## src/rtl/mem_arb_pkg.sv

```systemverilog
// mem_arb_pkg: shared types and constants for the unified memory arbiter
package mem_arb_pkg;

    typedef enum logic [1:0] {IDLE, ISSUE, WAIT, RESP} state_t;

    typedef enum logic {INSTR, DATA} port_id_t;

    localparam int CNT_W = 4;

endpackage

```

## src/rtl/rr_arb2.sv

```systemverilog
// rr_arb2: combinational two-way round-robin picker (bit 0 = instruction, bit 1 = data)
module rr_arb2
    import mem_arb_pkg::*;
(
    input  logic [1:0] req,
    input  logic       last,
    output logic       gnt_valid,
    output logic       gnt_id
);

    // under contention the port that did not win last time is picked
    always_comb begin
        gnt_valid = |req;
        gnt_id    = (&req) ? (last == INSTR) : req[1];
    end

endmodule

```

## src/rtl/unified_mem_arbiter.sv

```systemverilog
// unified_mem_arbiter: shares one single-port synchronous memory between fetch and data ports
module unified_mem_arbiter
    import mem_arb_pkg::*;
#(
    parameter int ADDR_W  = 32,
    parameter int DATA_W  = 32,
    parameter int LATENCY = 1
) (
    input  logic              CLK,
    input  logic              RESET_N,
    input  logic              i_req,
    input  logic [ADDR_W-1:0] i_addr,
    output logic [DATA_W-1:0] i_rdata,
    output logic              i_ack,
    input  logic              d_req,
    input  logic              d_we,
    input  logic [ADDR_W-1:0] d_addr,
    input  logic [DATA_W-1:0] d_wdata,
    output logic [DATA_W-1:0] d_rdata,
    output logic              d_ack,
    output logic              i_stall,
    output logic              d_stall,
    output logic              mem_en,
    output logic              mem_we,
    output logic [ADDR_W-1:0] mem_addr,
    output logic [DATA_W-1:0] mem_wdata,
    input  logic [DATA_W-1:0] mem_rdata
);

    state_t           state;
    state_t           state_n;
    port_id_t         last_gnt;
    port_id_t         gnt_q;
    logic             wr_q;
    logic [CNT_W-1:0] cnt;
    logic             arb_valid;
    logic             arb_id;
    logic             grant;
    logic             done;

    rr_arb2 u_arb (
        .req       ({d_req, i_req}),
        .last      (last_gnt),
        .gnt_valid (arb_valid),
        .gnt_id    (arb_id)
    );

    assign i_stall = i_req & ~i_ack;
    assign d_stall = d_req & ~d_ack;

    // state register
    always_ff @(posedge CLK or negedge RESET_N) begin
        if (!RESET_N)
            state <= IDLE;
        else
            state <= state_n;
    end

    // next state; grant only from IDLE, done when the latency count has run out
    always_comb begin
        state_n = state;
        grant   = 1'b0;
        done    = 1'b0;
        case (state)
            IDLE: begin
                grant   = arb_valid;
                state_n = arb_valid ? ISSUE : IDLE;
            end
            ISSUE: state_n = WAIT;
            WAIT: begin
                done    = (cnt == '0);
                state_n = done ? RESP : WAIT;
            end
            RESP: state_n = IDLE;
            default: state_n = IDLE;
        endcase
    end

    // registered memory strobes, latched request, latency counter, acks and read data
    always_ff @(posedge CLK or negedge RESET_N) begin
        if (!RESET_N) begin
            mem_en    <= 1'b0;
            mem_we    <= 1'b0;
            mem_addr  <= '0;
            mem_wdata <= '0;
            i_ack     <= 1'b0;
            d_ack     <= 1'b0;
            i_rdata   <= '0;
            d_rdata   <= '0;
            last_gnt  <= INSTR;
            gnt_q     <= INSTR;
            wr_q      <= 1'b0;
            cnt       <= '0;
        end else begin
            mem_en <= grant;
            mem_we <= grant & (arb_id == DATA) & d_we;
            if (grant) begin
                mem_addr  <= (arb_id == DATA) ? d_addr : i_addr;
                mem_wdata <= (arb_id == DATA) ? d_wdata : '0;
                gnt_q     <= port_id_t'(arb_id);
                wr_q      <= (arb_id == DATA) & d_we;
            end
            cnt   <= (state == ISSUE) ? CNT_W'(LATENCY - 1)
                   : (state == WAIT && cnt != '0) ? cnt - 1'b1 : cnt;
            i_ack <= done & (gnt_q == INSTR);
            d_ack <= done & (gnt_q == DATA);
            if (done & (gnt_q == INSTR))
                i_rdata <= mem_rdata;
            if (done & (gnt_q == DATA) & ~wr_q)
                d_rdata <= mem_rdata;
            if (done)
                last_gnt <= gnt_q;
        end
    end

endmodule

```

## config.mk

```make
export PLATFORM = sky130hd
export DESIGN_NAME = unified_mem_arbiter
export DESIGN_NICKNAME = d
export VERILOG_FILES = /design/src/rtl/mem_arb_pkg.sv /design/src/rtl/rr_arb2.sv /design/src/rtl/unified_mem_arbiter.sv
export SDC_FILE = /design/constraint.sdc
export NUM_CORES = 1
export LEC_CHECK = 0
export ABC_AREA = 1
export CORE_MARGIN = 3
export CORE_UTILIZATION = 25
export DETAILED_ROUTE_END_ITERATION = 7
export SETUP_SLACK_MARGIN = 0.3
export SLEW_MARGIN = 40
export SYNTH_ARGS = -nofsm -noshare
export SYNTH_HDL_FRONTEND = slang
export SYNTH_SLANG_ARGS = --single-unit
```

## constraint.sdc

```tcl
create_clock -name CLK -period 2.6 [get_ports CLK]
set_input_delay 0.39 -clock CLK [delete_from_list [all_inputs] [get_ports CLK]]
set_output_delay 0.39 -clock CLK [all_outputs]
set_load 0.005 [all_outputs]
```

==> results of run 1 <==
[layout make-up]
type	count	share of cell area
clock inverters	14	0.0130
inverters	45	0.0177
well taps	313	0.0411
multi-input cells	427	0.214
flip-flops and latches	141	0.370
repair buffers	284	0.298
clock buffers	18	0.0461
[placed cells by master, fill, tap and decap left out, drive strengths merged]
cell type and count:
dfrtp 141, nand3 69, clkinv 1, xor2 1, clkdlybuf4s50 265, nand4 2, o21ai 101, buf 19
nand2 209, clkinvlp 5, inv 53, o21a 32, ha 4, clkbuf 18, a21oi 1, nor2 8
[state kept, by name, indices dropped and copies added (netlist names), 2 cells and up]
| register | flops |
|---|---|
| d_rdata | 32 |
| i_rdata | 32 |
| mem_addr | 32 |
| mem_wdata | 32 |
| cnt | 4 |
| state | 2 |
[power breakdown]
group          switching [mW]  internal (mW)
registers               0.588           3.23
logic                    2.03           2.55
clock network            1.04           1.28
total                    3.67           7.07
[per-layer routing]
layer,vias up,wire [um],global-route usage
met2,144,9670,0.253
li1,2639,-,-
met4,0,461,0.0521
met5,-,0,0
met1,2561,8850,0.195
met3,24,900,0.0420
[how the worst min path moves through the flow]
stage,depth (start not counted),slack [ns],end,from
2_1_floorplan,0,0.09,cnt[0],RESET_N
3_3_place_gp,2,0.46,last_gnt,last_gnt
3_5_place_dp,1,0.47,d_rdata[27],RESET_N
4_1_cts,1,0.02,d_rdata[27],RESET_N
5_1_grt,1,0.04,d_rdata[27],RESET_N
6_report,1,0.007,d_rdata[27],RESET_N
[worst max-delay path, delay by kind of cell]
family,cells,cell delay (ns)
buffers and inverters,3,1.30
and+or+nand+nor,1,0.09
[cells by family (layout without fill, tap and decap cells)]
group / Yosys count / after routing / share of synthesized area
xor gates and xnor gates: 1 / 1 / 0.00147
adders and majority gates: 4 / 4 / 0.00839
AOI/OAI and AO/OA: 134 / 134 / 0.128
and+or+nand+nor: 288 / 288 / 0.204
DFF: 141 / 141 / 0.592
buffers and inverters: 86 / 361 / 0.0671
[per-stage QoR]
| stage | cells | hold WS, ns | utilization | setup slack [ns] |
|---|---|---|---|---|
| 2_1_floorplan | 654 | 0.0944 | - | 1.17 |
| 3_3_place_gp | 1210 | 0.461 | 0.389 | 0.365 |
| 3_5_place_dp | 1210 | 0.467 | 0.389 | 0.416 |
| 4_1_cts | 1242 | 0.0219 | 0.413 | 0.408 |
| 5_1_grt | 1242 | 0.0399 | 0.413 | 0.359 |
| 6_report | 1242 | 0.00706 | 0.413 | 0.430 |
==> summary by stage, run 1 <==
Run status
The run finished with clean final reports.

Critical path
The critical path class is input pin to primary output. In this run the worst path has a maximum fanout of 5. The type of destination of the critical path is a primary output. The critical path goes through clkdlybuf4s50_1, inv_1, nor2_1, clkdlybuf4s50_1. STA classifies the critical path startpoint as an input pin. Data on the critical path is required at its endpoint by about 2.2 ns.

The cell with the largest stage delay on the worst path is clkdlybuf4s50_1. The reg-to-reg endpoint is d_rdata[8]. In this design, the stage delay of the slowest critical-path cell is 0.71 ns. The most critical setup path has its startpoint at d_req. In this run the critical register-to-register path is launched from cnt[0].

The worst register-to-register path has a depth of 7. The worst reg-to-reg setup slack is approximately 0.65 ns. Data on the critical path arrives at its endpoint at approximately 1.8 ns. The most critical setup path has its endpoint at d_stall.

By instance count, the cell type seen most on the critical path is clkdlybuf4s50_1.

Route
For this block, the via count after detailed routing is 5368. After the first detailed-routing iteration, the DRC count stood at 280. The antenna violation net count after detailed routing is 0. The remaining routing DRC violations is 0.

In the final routed layout, each cell accounts on average for 16.0 um. The number of vias per cell is around 4.3. The first detailed-routing pass ran for 4 iterations. For this block, the routed nets add up to between 15000 and 20000 um of wire.

Yosys
The net count after synthesis is between 700 and 800. Synthesis produced 654 cells. Counting flops with a built-in enable in the synthesized netlist gives 0. The cell taking the most area after synthesis is dfrtp_1. The post-synthesis sequential area ratio is 0.592.

The most frequently used cell type in the post-synthesis netlist is nand2_1. The area fraction of the dominant cell type after synthesis is 0.592. The flop and latch count out of synthesis is 141.

The synthesized netlist contains 21 unique library cells. In this run the mean area of a mapped cell was 9.12 um^2. Ranked by total cell area, the synthesized netlist is headed by dfrtp_1, nand2_1, o21ai_0, nand3_1, o21a_1. The proportion of register bits with asynchronous set or reset after synthesis is 1.00. The cell area after synthesis is 5960 um^2.

In the synthesized netlist, the cells that appear most often are nand2_1, dfrtp_1, o21ai_0. During synthesis, Yosys emitted a total of 0 warnings. For this run, the leading register cell type out of synthesis is dfrtp_1.

Die
The vertical die dimension is 160 um. approximately 270 I/O pins were placed. Row generation in the floorplan step produced between 50 and 60 rows. The die covers between 20000 and 30000 um^2. The floorplan die width is between 150 and 200 um. For this configuration, the core starts out at a cell density of 0.259. The core area is 23100 um^2.

Timing
Setup repair after global routing left no endpoint under its margin. The number of setup violations in the final report is 0. The fmax is ~460 MHz. The sum of negative setup slack is 0 ns. For the pin with the worst max-slew slack, the measured transition is between 0.7 and 0.8 ns.

Clock skew on the completed layout was measured at between 0.009 and 0.01 ns. The hold violation count in the final report is 0. The total count of max-transition violations in the final report is 0.

The worst path needs 2.17 ns of the cycle, external delays included. Dividing the final minimum period by the clock period gives 0.835. In this run the tightest slew margin relative to its limit is 0.513.

Place
The weighted congestion at the end of routability-driven global placement is between 0.7 and 0.8. In this run the tool buffered the top-level ports with between 200 and 300 buffer cells. The sum of net half-perimeters after detailed placement is between 10000 and 15000 um. The standard cell area after detailed placement is 8960 um^2.

Power
Power spread over the standard cell area amounts to approximately 1100 nW/um^2. For this design the static power due to leakage is between 4 and 5 nW. The sum of internal, switching and leakage power is between 10 and 15 mW. Across the VDD grid, the largest voltage drop is ~0.54 mV.

Finish
The final net count is between 1000 and 1500. Summing all flip-flop and latch instances after layout gives 3530 um^2. The ratio of cells with drive above 1 in the final layout is 0.0624. The footprint of the multi-input gates is between 2000 and 2500 um^2. The fill cell instance count of the final layout is between 2000 and 2500. The antenna diode instance count is 0. With fillers left out, the area of the finished cells amounts to 9520 um^2. The area growth from synthesis to layout is 59.7%.

GRT
The number of global-route vias before repair came to about 5500. Global routing finished with a remaining overflow of 0. The number of antenna violations at the first check in global routing was 0. The aggregate global-route resource usage is 0.154. The first global-routing pass estimated 31500 um of wire. The largest net degree at the start of global routing is 74.

Hold path
The class of the tightest hold or removal check is input pin to async pin.

Clock network
Gates resized during post-CTS repair numbered 0. The number of buffers added for setup after CTS is 0. The TritonCTS clock tree is yes. The root cell of the clock tree is clkbuf_16. The H-tree depth reported by CTS is 4. The insertion delay to the later sink of the worst-skew pair is ~0.41 ns. The clock buffer count from CTS is 17.

The post-cts hold buffer count is 0. The clock sink total is ~140. The clock-pin transition on the worst setup and hold timing paths is around 0.07 ns. The clock passes through at most 2 buffers.

Run
Max-cap violations in this run came to 0.
(Power assumes the default switching activity.)
==> run 2: changes to the inputs <==
==> constraint.sdc (replaced) <==
create_clock -name CLK -period 2.2 [get_ports CLK]
set_input_delay 0.33 -clock CLK [delete_from_list [all_inputs] [get_ports CLK]]
set_output_delay 0.33 -clock CLK [all_outputs]
set_load 0.005 [all_outputs]
==> run 2 against run 1 <==
Critical path depth decreased by 2. Final cell count unchanged. Die area unchanged. Global-route usage decreased by 0.18 points. Largest power group unchanged. Register-to-register slack got worse by 0.14 ns. Sequential power increased by 17%. Worst hold slack improved by 0.40 ns. Flip-flop and latch count unchanged. Setup slack got worse by 0.075 ns. Utilization increased by 0.13 points. Routed wire length about the same. First-iteration DRC count increased by 4.6%.
==> summary by stage, run 2 (synthesis results as in run 1) <==
Run status
The flow ran to the end, and the final reports show no timing, DRC or antenna violations.

Die
The vertical die dimension is 160 um (unchanged). The top-level port count was 267 (unchanged). The overall die area came to 25700 um^2 (unchanged). The floorplan die width is 160 um (unchanged). The count of standard-cell rows is 55 (unchanged). The starting density of the core is 0.259 (unchanged).

The core area is 23100 um^2 (unchanged).

Critical path
The critical path arrival is 1.52 ns (-0.26 ns). The worst reg-to-reg setup slack was 0.51 ns (-0.14 ns). The type of destination of the critical path is a primary output. The largest individual stage delay along the critical path comes from the cell clkdlybuf4s50_1.

The worst setup path is launched from a flip-flop. The startpoint identified for the worst register-to-register timing path is cnt[0]. The endpoint identified for the worst register-to-register timing path is d_rdata[9]. The peak per-stage delay on the critical path came to 0.52 ns (-0.19 ns). The number of cells traversed by the worst register-to-register path is 7 (unchanged). The worst setup path is of the flip-flop to primary output kind. The start point of the critical path is d_ack. The critical path goes through nor2_2, clkdlybuf4s50_1. The highest net fanout along the worst path is 2 (-3).

The required arrival time at the worst endpoint is 1.87 ns (-0.34 ns).

Timing
The setup skew after layout is 0.00917 ns (-0.000737 ns). Setup repair after global routing left no endpoint under its margin. The worst hold slack came to 0.409 ns (+0.402 ns).

The setup slack of the critical path after layout was 0.354 ns (-0.0754 ns). The total count of max-transition violations in the final report is 0 (unchanged). The period utilization is 0.839. The worst max-slew margin expressed relative to the limit is 0.681 (+0.169). The clock period minus final worst setup slack is between 1.5 and 2 ns.

The sum of negative setup slack is 0 ns (unchanged). The transition time at the pin with the least slew margin is 0.478 ns (-0.253 ns). The hold violation count in the final report came to 0 (unchanged). Based on the critical path, the design can be clocked at up to ~540 MHz.

The number of setup violations in the final report is 0 (unchanged).

Route
The routed wire length is 19900 um (about the same). Routed signal wires occupy layers up through met4. The routed metal-1 wire length is 8600 um (-2.8%). The remaining routing DRC violations is 0 (unchanged). The antenna violation net count after detailed routing was 0 (unchanged). The wire length on met3 was 1010 um (+12%).

The total via count in the routed design was 5379 (+0.20%). The initial DRC count was 293 (+4.6%). The per-cell routed wire length is 16.0 um (about the same).

The number of vias per cell is 4.33 (+0.20%). The number of iterations in the first detailed-routing pass is 4 (unchanged). The met2 layer wire length in the routed design is 9740 um (+0.75%).

GRT
The number of global-route vias before repair came to 5522 (+1.2%). The largest net degree at the start of global routing is 55 (-26%). The number of antenna violations at the first check in global routing came to 0 (unchanged). The global-route wire length before repair came to 31200 um (-1.1%).

The aggregate global-route resource usage is 0.152 (-0.00183). The global-route congestion overflow total is 0 (unchanged).

Clock network
The clock-pin transition on the worst setup and hold timing paths is 0.07 ns (about the same). The clock sink total came to 141 (unchanged). The clock tree buffer depth is 2 (unchanged). The H-tree depth reported by CTS is 4 (unchanged). The clock buffer count from CTS came to 17 (unchanged). The insertion delay to the later sink of the worst-skew pair is 0.41 ns (about the same). TritonCTS built the clock tree. The root cell of the clock tree is clkbuf_16.

Hold path
The tightest min-delay check is of the input pin to async pin type.

Power
The portion of total power attributed to sequential cells was 0.352 (-0.004). The switching power share of the total is 0.338 (-0.00349). The cell area power density is 1330 nW/um^2 (+18%). The sum of internal, switching and leakage power is 12.7 mW (+18%). The part of the total power dissipated in the clock network is 0.219 (+0.002).

The fraction of power consumed by combinational cells came to 0.428 (about the same). The switching power is 4.30 mW (+17%). The design internal power was 8.42 mW (+19%). The maximum ir drop on the vdd rail is 0.491 mV (-9.6%). The leakage power is 4.22 nW (+0.61%).

Finish
The ratio of cells with drive above 1 in the final layout was 0.0614 (-0.00108). The area growth from synthesis to layout is 60.2%. The utilization after layout is 0.414 (+0.00130).

In the layout the commonest cells are clkdlybuf4s50_1, nand2_1, dfrtp_1. The library cell used most frequently in the layout, excluding fill and tap cells, is clkdlybuf4s50_1. The antenna diode instance count is 0 (unchanged). The final net count is 1053 (unchanged).

Place
The worst setup slack after placement is 0.169 ns (-0.247 ns). The weighted congestion at the end of routability-driven global placement is 0.772 (-1.7%). The sum of net half-perimeters after detailed placement is 13800 um (+0.93%). The count of port buffers added during placement was 266 (unchanged).

Run
The number of maximum-capacitance violations is 0 (unchanged).
## run 2: changes by cell type in the layout (fill, tap and decap cells not counted), sizes merged
cell,change
clkinv,+6
clkinvlp,-4
inv,-3
clkdlybuf4s50,-2
dlygate4sd2,+2
buf,-1
bufinv,+1
dlygate4sd3,+1
## run 2: layout make-up
type / instances / area (um^2)
flip-flops and latches: 141 / 3530
well taps: 313 / 392
fillers: 2323 / 13500
clock inverters: 14 / 136
clock buffers: 18 / 429
repair buffers: 284 / 2860
multi-input cells: 427 / 2040
inverters: 45 / 169
## run 2: metal layers
| layer | track usage | up-vias |
|---|---|---|
| met5 | 0 | - |
| met4 | 0.0580 | 0 |
| met3 | 0.0379 | 32 |
| met2 | 0.251 | 161 |
| met1 | 0.192 | 2546 |
| li1 | - | 2640 |
## run 2: power by group through the flow
stage / clock network (mW) / registers, mW / logic, mW
2_1_floorplan: 0 / 4.56 / 2.09
3_3_place_gp: 0 / 4.49 / 5.49
3_5_place_dp: 0 / 4.52 / 5.55
4_1_cts: 2.89 / 4.50 / 5.56
5_1_grt: 2.99 / 4.65 / 6.00
6_report: 2.79 / 4.48 / 5.45
## run 2: critical path: cells and delay by family, from the launching register on
family        cells  cell delay, ns
buf+inv           1            0.52
flops             1            0.42
simple gates      1            0.16
## run 2: how the worst max path moves through the flow
stage / to / slack, ns / depth (start not counted)
finish: d_stall / 0.35 / 2
detailed placement: d_stall / 0.17 / 4
global route: d_stall / 0.30 / 2
floorplan: i_rdata[23] / 0.77 / 6
global placement: d_stall / 0.16 / 4
CTS: d_stall / 0.30 / 2
## run 2: through the flow
stage          instance area (um^2)  std cells
6_report                       9550       1242
5_1_grt                        9550       1242
4_1_cts                        9550       1242
3_5_place_dp                   8980       1209
3_3_place_gp                   8980       1209
2_1_floorplan                  5960        654
## run 2: repair_timing
item                                    in CTS  in global routing
resized for setup                            3                  0
hold endpoints to repair                    41                  0
buffers inserted                             0                  0
hold buffers                                 1                  0
endpoints found under the setup margin       2                  0
==> run 3: changes to the inputs <==
==> constraint.sdc (replaced) <==
create_clock -name CLK -period 1.8 [get_ports CLK]
set_input_delay 0.27 -clock CLK [delete_from_list [all_inputs] [get_ports CLK]]
set_output_delay 0.27 -clock CLK [all_outputs]
set_load 0.005 [all_outputs]
==> run 3 against run 2 <==
First-iteration DRC count decreased by 3.8%. Sequential power increased by 21%. Clock skew decreased by 0.00082 ns. Largest power group unchanged.
==> summary by stage, run 3 (synthesis results as in run 1) <==
Run status
The flow ran to the end, and the final reports show no timing, DRC or antenna violations.

Critical path
The largest delay contributor family on the critical path is simple AND/OR/NAND/NOR gates. The critical path goes through inv_2, ha_4, nand4_4, nor2_4, clkbuf_16, nand2_1, nand2_1. The slowest stage of the critical path is the dfrtp_1 cell. The critical path class is flip-flop to flip-flop. The critical path arrival is 1.82 ns (+0.30 ns). The type of destination of the critical path is a flip-flop. The worst setup path is launched from a flip-flop. The required arrival time at the worst endpoint came to 2.15 ns (+0.28 ns). The cell that appears most often on the critical path is nand2_1. The highest net fanout along the worst path is 8 (+6). The number of buffers and inverters on the critical path is 2 (+1). The peak per-stage delay on the critical path is 0.40 ns (-0.12 ns).

Timing
The hold violation count in the final report is 0 (unchanged). The setup skew after layout is 0.00835 ns (-0.000824 ns). The fmax is 678 MHz.

The worst max-slew margin expressed relative to the limit is 0.682 (about the same). Setup repair after global routing could not meet its margin everywhere. The transition time at the pin with the least slew margin is 0.478 ns (-0.0000376 ns).

The setup slack of the critical path after layout is 0.325 ns (-0.0292 ns). Counting I/O delays and the setup requirement, the final critical path takes 1.47 ns. The number of setup violations in the final report is 0 (unchanged). The total count of max-transition violations in the final report is 0 (unchanged). The period utilization is 0.819.

Die
The count of standard-cell rows came to 55 (unchanged). The floorplan die width is 160 um (unchanged). The core area is 23100 um^2 (unchanged). The top-level port count is 267 (unchanged). The starting density of the core is 0.259 (unchanged).

The overall die area is 25700 um^2 (unchanged). The vertical die dimension is 160 um (unchanged).

Clock network
The clock buffer count from CTS is 17 (unchanged). The clock sink total is 141 (unchanged). TritonCTS built the clock tree. The clock-pin transition on the worst setup and hold timing paths is 0.06 ns (about the same).

The H-tree depth reported by CTS was 4 (unchanged). The insertion delay to the later sink of the worst-skew pair is 0.41 ns (about the same). CTS placed an instance of clkbuf_16 at the clock tree root. The clock tree buffer depth came to 2 (unchanged).

Route
The number of iterations in the first detailed-routing pass is 4 (unchanged). The initial DRC count is 282 (-3.8%). The antenna violation net count after detailed routing was 0 (unchanged). The routed wire length was 20400 um (+2.4%). The per-cell routed wire length was 16.1 um (+0.80%). The total via count in the routed design is 5502 (+2.3%). The remaining routing DRC violations is 0 (unchanged). The number of vias per cell is 4.36 (+0.67%).

Power
The portion of total power attributed to sequential cells was 0.353 (about the same). The part of the total power dissipated in the clock network was 0.241 (+0.022). The maximum ir drop on the vdd rail is 0.669 mV (+36%).

The sum of internal, switching and leakage power is 15.4 mW (+21%). The switching power is 5.34 mW (+24%). The leakage power came to 4.65 nW (+10%). The design internal power is 10.0 mW (+19%). The cell area power density came to 1570 nW/um^2 (+18%). The switching power share of the total came to 0.347 (+0.00933). The fraction of power consumed by combinational cells is 0.406 (-0.022).

Finish
The library cell used most frequently in the layout, excluding fill and tap cells, is nand2_1. The area growth from synthesis to layout is 63.9%. The fill cell instance count of the final layout came to 2316 (-0.30%). The final cell area excluding filler cells is 9780 um^2 (+2.3%). The filler-free cell count of the finished design is 1262 (+1.6%). The final net count is 1073 (+1.9%). The footprint of the multi-input gates is 2080 um^2 (+2.2%). The ratio of cells with drive above 1 in the final layout is 0.0959 (+0.0345). The utilization after layout is 0.424 (+0.00966).

The area used by sequential logic in the layout was 3530 um^2 (unchanged). The antenna diode instance count is 0 (unchanged). The top cell types in the final layout, fill and taps aside, are nand2_1, dfrtp_1, dlygate4sd2_1.

GRT
The global-route congestion overflow total came to 0 (unchanged). The number of antenna violations at the first check in global routing was 0 (unchanged). The global-route wire length before repair is 31100 um (-0.31%). The aggregate global-route resource usage came to 0.151 (-0.000703). The largest net degree at the start of global routing is 44 (-20%).

The number of global-route vias before repair is 5293 (-4.1%).

Place
The weighted congestion at the end of routability-driven global placement is 0.765 (-0.83%). The cell count after placement is 1215 (+0.50%). The worst setup slack after placement was -0.0958 ns (-0.265 ns).

The standard cell area after detailed placement is 9100 um^2 (+1.3%). The count of port buffers added during placement is 266 (unchanged). The sum of net half-perimeters after detailed placement is 13700 um (-1.0%).

Hold path
The class of the tightest hold or removal check is input pin to async pin.

Run
The number of maximum-capacitance violations is 0 (unchanged).
## run 3: final cells by class
type | count | share of cell area
flip-flops and latches | 141 | 0.361
repair buffers | 304 | 0.305
multi-input cells | 427 | 0.213
clock buffers | 18 | 0.0449
well taps | 313 | 0.0401
clock inverters | 14 | 0.0186
inverters | 45 | 0.0175
## run 3: worst register-to-register path, cell delays in order (launching register included)
cell,delay (ns)
dfrtp_1,0.40
inv_2,0.09
ha_4,0.18
nand4_4,0.15
nor2_4,0.26
clkbuf_16,0.22
nand2_1,0.06
nand2_1,0.07
## run 3: power groups by stage
stage | logic [mW] | registers [mW] | clock network [mW]
final | 6.25 | 5.42 | 3.70
after global routing | 6.94 | 5.63 | 3.96
after CTS | 6.16 | 5.42 | 3.82
after detailed placement | 6.99 | 5.50 | 0
after global placement | 6.94 | 5.46 | 0
after floorplan | 2.56 | 5.57 | 0
## run 3: worst paths after layout
check                          from     endpoint  slack (ns)  cells past startpoint
setup / recovery           state[0]  d_rdata[13]        0.33                      7
hold / removal              RESET_N  d_rdata[18]        0.36                      2
setup reg to reg           state[0]  d_rdata[13]        0.33                      7
hold reg to reg            last_gnt     last_gnt        0.48                      2
max in group asynchronous   RESET_N   i_rdata[6]        0.85                      3
min in group CLK               d_we       mem_we        0.40                      3
## run 3: per-stage QoR
stage,TNS (ns),hold WS (ns)
3_5_place_dp,-0.0958,0.240
2_1_floorplan,0,-0.0256
5_1_grt,0,0.377
4_1_cts,0,0.366
3_3_place_gp,-0.170,0.243
6_report,0,0.358
## run 3: metal layers
metal	global-route usage	up-vias	wire, um
met3	0.0402	21	979
met4	0.0469	0	410
met1	0.192	2637	8860
met5	0	-	0
li1	-	2701	-
met2	0.252	143	10100
## run 3: repair_timing
| item | 4_1_cts | 5_1_grt |
|---|---|---|
| resized for setup | 143 | 29 |
| hold buffers | 1 | 0 |
| hold endpoints to repair | 40 | 0 |
| gates cloned | 0 | 3 |
| buffers inserted | 5 | 6 |
| setup endpoints to repair | 200 | 115 |
| pin swaps | 0 | 1 |
